===== src/rtl/inst_queue.sv =====
// inst_queue: fetch-to-decode circular instruction queue with early-full throttle and flush discard
module inst_queue #(
  parameter int DEPTH_LOG = 3
) (
  input  logic                 clk,
  input  logic                 rst,
  input  logic                 rdy,
  input  logic                 inst_rdy,
  input  logic [31:0]          inst_in,
  input  logic [31:0]          pc_in,
  output logic                 inst_full,
  input  logic                 flush,
  input  logic                 dec_ready,
  output logic                 dec_valid,
  output logic [31:0]          dec_inst,
  output logic [31:0]          dec_pc,
  output logic [DEPTH_LOG:0]   count
);
  localparam int DEPTH = 2 ** DEPTH_LOG;
  localparam logic [DEPTH_LOG:0] CNT_MAX = (DEPTH_LOG + 1)'(DEPTH);
  localparam logic [DEPTH_LOG:0] CNT_THR = (DEPTH_LOG + 1)'(DEPTH - 1);
  localparam logic [DEPTH_LOG:0] CNT_ONE = (DEPTH_LOG + 1)'(1);
  localparam logic [DEPTH_LOG-1:0] PTR_ONE = DEPTH_LOG'(1);
  logic [31:0] mem_inst [DEPTH];
  logic [31:0] mem_pc [DEPTH];
  logic [DEPTH_LOG-1:0] head, tail;
  logic [DEPTH_LOG:0] cnt, cnt_n;
  logic flush_d, push, pop;
  always_comb begin
    dec_valid = rdy & (cnt != '0);
    dec_inst = mem_inst[head];
    dec_pc = mem_pc[head];
    inst_full = cnt >= CNT_THR;
    count = cnt;
    // push is judged against the pre-edge count, so a push at full is dropped even with a pop
    push = rdy & inst_rdy & !flush & !flush_d & (cnt < CNT_MAX);
    pop = dec_valid & dec_ready & !flush;
    cnt_n = (push & !pop) ? cnt + CNT_ONE : (pop & !push) ? cnt - CNT_ONE : cnt;
  end
  always_ff @(posedge clk) begin
    if (rst) begin
      head <= '0;
      tail <= '0;
      cnt <= '0;
      flush_d <= 1'b0;
    end else if (rdy) begin
      flush_d <= flush;
      head <= flush ? '0 : pop ? head + PTR_ONE : head;
      tail <= flush ? '0 : push ? tail + PTR_ONE : tail;
      cnt <= flush ? '0 : cnt_n;
    end
  end
  always_ff @(posedge clk) begin
    if (push) begin
      mem_inst[tail] <= inst_in;
      mem_pc[tail] <= pc_in;
    end
  end
endmodule


===== config.mk =====
export PLATFORM = sky130hd
export DESIGN_NAME = inst_queue
export DESIGN_NICKNAME = d
export VERILOG_FILES = /design/src/rtl/inst_queue.sv
export SDC_FILE = /design/constraint.sdc
export NUM_CORES = 1
export LEC_CHECK = 0
export BUFFER_PORTS_ARGS = -buffer_cell sky130_fd_sc_hd__buf_4
export CAP_MARGIN = 20
export CORE_MARGIN = 3
export CORE_UTILIZATION = 50
export CTS_BUF_LIST = sky130_fd_sc_hd__clkbuf_4 sky130_fd_sc_hd__clkbuf_8
export CTS_CLUSTER_SIZE = 10
export DETAILED_ROUTE_END_ITERATION = 8
export PLACE_DENSITY = 0.68
export REMOVE_ABC_BUFFERS = 1
export SLEW_MARGIN = 20
export SYNTH_ARGS = -nofsm -noshare
export SYNTH_HDL_FRONTEND = slang
export SYNTH_SLANG_ARGS = --single-unit

===== constraint.sdc =====
create_clock -name clk -period 15.45 [get_ports clk]
set_clock_uncertainty 0.1 [all_clocks]
set_input_delay 0.7725 -clock clk [delete_from_list [all_inputs] [get_ports clk]]
set_output_delay 0.7725 -clock clk [all_outputs]
set_load 0.01 [all_outputs]

Yosys cells after proc, flatten, opt, wreduce, memory -nomap -nowiden
Memory sizes are Yosys's and may differ from the RTL's. A register that Yosys moved wholly into a read port is not among the register bits.
Cells that the tools add are included.
{ "totals": {"reg_bits": 11, "mem_bits_rw": 512, "inputBits": 70, "output_inout_bits": 70, "wordCells": 45, "mem_count": 2} }
{ "classes": {"add_sub_neg": 4, "magnitude_cmp": 2, "muxes": 13, "bitwise_logic": 9, "reduce_logical": 11} }
{ "memory_table": {"columns": ["name", "words", "width", "rd", "rd_clocked_by_memory_dff", "write_ports", "line", "source"], "rows": [
  ["mem_inst", 8, 32, 1, 1, 1, "24", "logic [31:0] mem_inst [DEPTH];"],
  ["mem_pc", 8, 32, 1, 1, 1, "25", "logic [31:0] mem_pc [DEPTH];"]
]} }
{ "ops": {"columns": ["operator", "n"], "rows": [
  ["2-to-1 mux 3 bit", 8],
  ["2-to-1 mux 4 bit", 3],
  ["AND 1 bit", 9],
  ["adder 3 x 1 -> 3 bit (second input constant)", 2],
  ["AND reduction 2 bit", 3],
  ["adder 4 x 1 -> 4 bit (second input constant)", 1],
  [">= comparator 4 x 3 -> 1 bit (second input constant)", 1],
  ["zero test 1 bit", 4],
  ["< comparator 4 bit (second input constant)", 1],
  ["nonzero test 2 bit", 2],
  ["nonzero test 4 bit", 1],
  ["subtractor 4 x 1 -> 4 bit (second input constant)", 1],
  ["nonzero test 3 bit", 1],
  ["2-to-1 mux 1 bit", 2]
]} }

Logic depth before layout (Yosys ltp)
{ "depth": {"ltp_word": 9, "depth_mapped": 10, "mapped_depth_nobuf": 9} }

Worst setup path before layout
OpenSTA, ideal clock, no wires.
{ "synth_path": {"path_type": "input-to-reg", "from": "in flush", "to": "mem mem_inst[0][0], enable pin", "t_arrival_ns": 5.931, "required_time_ns": 14.785, "path_slack_ns": 8.854, "stages": 4, "cell_sequence": "clkbuf_1 -> nand2b_1 -> or3_1 -> nor3_1"} }
{ "synth_via": {"elab_chain_cells": 6} }
{ "synth_rtl": {"columns": ["element", "line", "source"], "rows": [
  ["start: declaration", "12", "input logic flush,"],
  ["zero test 1 bit", "36", "push = rdy & inst_rdy & !flush & !flush_d & (cnt < CNT_MAX);"],
  ["AND 1 bit (3 in a row)", "36", null],
  ["2-to-1 mux 1 bit", "54", "if (push) begin"],
  ["2-to-1 mux 1 bit (implied by the code)", "55", "mem_inst[tail] <= inst_in;"],
  ["end: declaration", "24", null]
]} }
No other way between the ends.

==> out/results.txt <==
Sw Share: 19.5%
Antenna Nets Post-Route: 0
DP Wirelength: 19,700 um
Worst R2R Start: count[3]
Initial Utilization: 51.2%
Overall Power: 2.79 mW
Cell Area, Synth: 0.0200 mm^2
CP endpoint: dec_inst[9]
Overall Global Routing Usage: 18.5%
die width: 206 um
drt via density: 5.64
cells on worst reg2reg path: 4
Core ar.: 0.0390 mm^2
final setup vio count: 0
DR iter-0 viols: 733
most frequent cell after synthesis: edfxtp_1
post-synth top area share: 77.1%
top cell type by total area after synthesis: edfxtp_1
ratio of cells with drive above 1 in the final layout: 44.7%
postcts setup bufs: 0
clock buffer count from CTS: 81
final count of hold timing violations: 0
Synth Area per Inst: 23.7 um^2
Synth Flop Type: edfxtp_1
Cells after Synth: 842
Worst R2R End: mem_pc[2][18]
largest net degree at the start of global routing: 67
clk root buf: clkbuf_8
Critical path buffers and inverters: 2
top-level I/O count: 140
Placer Congestion: 0.797
CTS tree: yes
Logic pwr share: 3.4%
Skew-Pair Late Insertion Delay: 0.61 ns
synth cell count leaders: 512 x edfxtp_1, 128 x mux4_2, 64 x mux2_2, 22 x clkbuf_1
die area: 0.0423 mm^2
post-synthesis sequential area ratio: 78.5%
number of flops mapped to enable cells by yosys: 512
Post-synth ARST share: 0%
final worst path period need: 4.28 ns
CTS clk-pin slew, worst paths: 0.06 ns
CP max FO: 66
stages on the worst setup path: 4
vias in the first global route: 9,828
Worst setup SP type: flip-flop
Synth cell types: 43
clock share of power: 40.1%
max-slew violations: 0
first-pass GRT wire length: 58,400 um
Flop pwr share: 56.5%
outcome: finished clean
crit path kind: reg2out
crit path DAT: 3.41 ns
Area contributors post-synth: edfxtp_1 77%, mux4_2 14%, mux2_2 3.6%
crit-path cells: buf_4 > mux4_2 > mux2_2 > buf_4
via count: 9,101
Cell Rows: 72
Seq cells post-synth: 526
DRC: 0
LEAKAGE: 7.37 nW
n_diodes: 0
Sink Count: 526
antenna violations before repair: 1
critical path's top delay family: buffers and inverters
slowest CP cell: dfxtp_4
Critical Path Most Common Cell: buf_4
Buffers on Ports: 139
period utilization: 27.7%
max-cap violations: 0
worst path required time: 14.58 ns
CP endpoint kind: primary output
setup TNS: 0 ns
DRT Pass-1 Iters: 5
DR WL/cell: 23.3 um
area grow syn2layout: 16.5%
flop2flop setup slack: 12.20 ns
Ys Warns: 0
Worst slew margin: 34.5%
RSZ-0062 raised after global routing: false
CP peak stage delay: 0.97 ns
CTS resizes: 0
Fmax achieved: 234 MHz
NetSw: 0.544 mW
Hold Crit Class: in2reg
Pwr Density: 120 mW/mm^2
H-tree depth: 3
DRT Wirelength: 37,700 um
fin nets: 1,117
Die Ht: 206 um
internal power: 2.25 mW
slew at the pin closest to its max-slew limit: 0.982 ns
clk buf depth: 3
worst vdd ir: 0.0580 mV
total gr overflow: 0
# hold bufs at CTS: 0
[flip-flops by register name, indices dropped and copies added (netlist names), named ones only]
signal / cells
mem_pc: 256
tail: 3
flush_d: 1
head: 3
count: 4
mem_inst: 256
[area by class of cell]
class | instances | area, um^2
clock buffers | 117 | 1400
well taps | 518 | 648
multi-input cells | 272 | 4170
repair buffers | 155 | 1170
flip-flops and latches | 526 | 15700
fillers | 2769 | 15800
clock inverters | 21 | 174
inverters | 6 | 22.5
[placed cells by master, fill, tap and decap left out, types with 4 or more instances in the layout]
master,count
o21ai_0,5
nand3_1,4
edfxtp_1,512
clkbuf_8,83
mux2_2,64
a21oi_1,8
nor2_4,6
clkbuf_4,34
nand2b_1,4
buf_4,154
inv_1,6
or3_1,4
mux4_2,128
ha_1,4
clkinv_1,11
nand2_1,10
clkinv_2,4
nor3_1,4
dfxtp_1,11
[worst register-to-register path, stage by stage, from the launching register on]
cell	delay, ns
dfxtp_1	0.37
or3b_4	0.46
or3_1	0.49
nor2_4	0.71
buf_4	0.71
[layer usage]
layer	vias up	routed length (um)	part of all wire [%]	track usage (%)
met5	-	13	0.034	0
met4	2	538	1.4	5.26
met3	44	2460	6.5	4.78
met2	259	18900	50	30.3
met1	4806	15800	42	25.0
li1	3990	-	-	-
[worst min path at each step]
stage / startpoint / endpoint / slack [ns] / cells past startpoint
after floorplan: head[2] / flip-flop / 0.34 / 1
after global placement: head[2] / flip-flop / 0.37 / 1
after detailed placement: head[2] / flip-flop / 0.37 / 1
after CTS: inst_in[28] / mem_inst[6][28] / 0.24 / 1
after global routing: inst_in[22] / mem_inst[3][22] / 0.25 / 1
final: inst_in[22] / mem_inst[4][22] / 0.29 / 1
[metrics by stage]
step | hold WS [ns] | std cells | setup WS [ns] | cell area, um^2 | util [%]
2_1_floorplan | 0.335 | 804 | 8.33 | 19800 | -
3_3_place_gp | 0.371 | 1477 | 11.68 | 21700 | 55.6
3_5_place_dp | 0.371 | 1477 | 11.68 | 21700 | 55.6
4_1_cts | 0.238 | 1615 | 11.02 | 23200 | 59.6
5_1_grt | 0.251 | 1615 | 10.90 | 23200 | 59.6
6_report | 0.291 | 1615 | 11.17 | 23200 | 59.6
[power groups by stage]
stage | Clock (mW) | Combinational (mW) | Sequential (mW)
floorplan | 0 | 0.0424 | 1.61
global placement | 0 | 0.0937 | 1.61
detailed placement | 0 | 0.0958 | 1.61
CTS | 1.15 | 0.0962 | 1.58
global route | 1.22 | 0.104 | 1.58
finish | 1.12 | 0.0942 | 1.58
[kinds of logic after synthesis]
logic type,count (synthesis),share of synthesized area [%]
flops,526,78.5
simple gates,46,1.22
compound gates,28,0.953
fa+ha+maj,5,0.351
xor+xnor,1,0.0439
mux,192,18.1
buf+inv,44,0.915
Power figures use the tool's default switching activity.
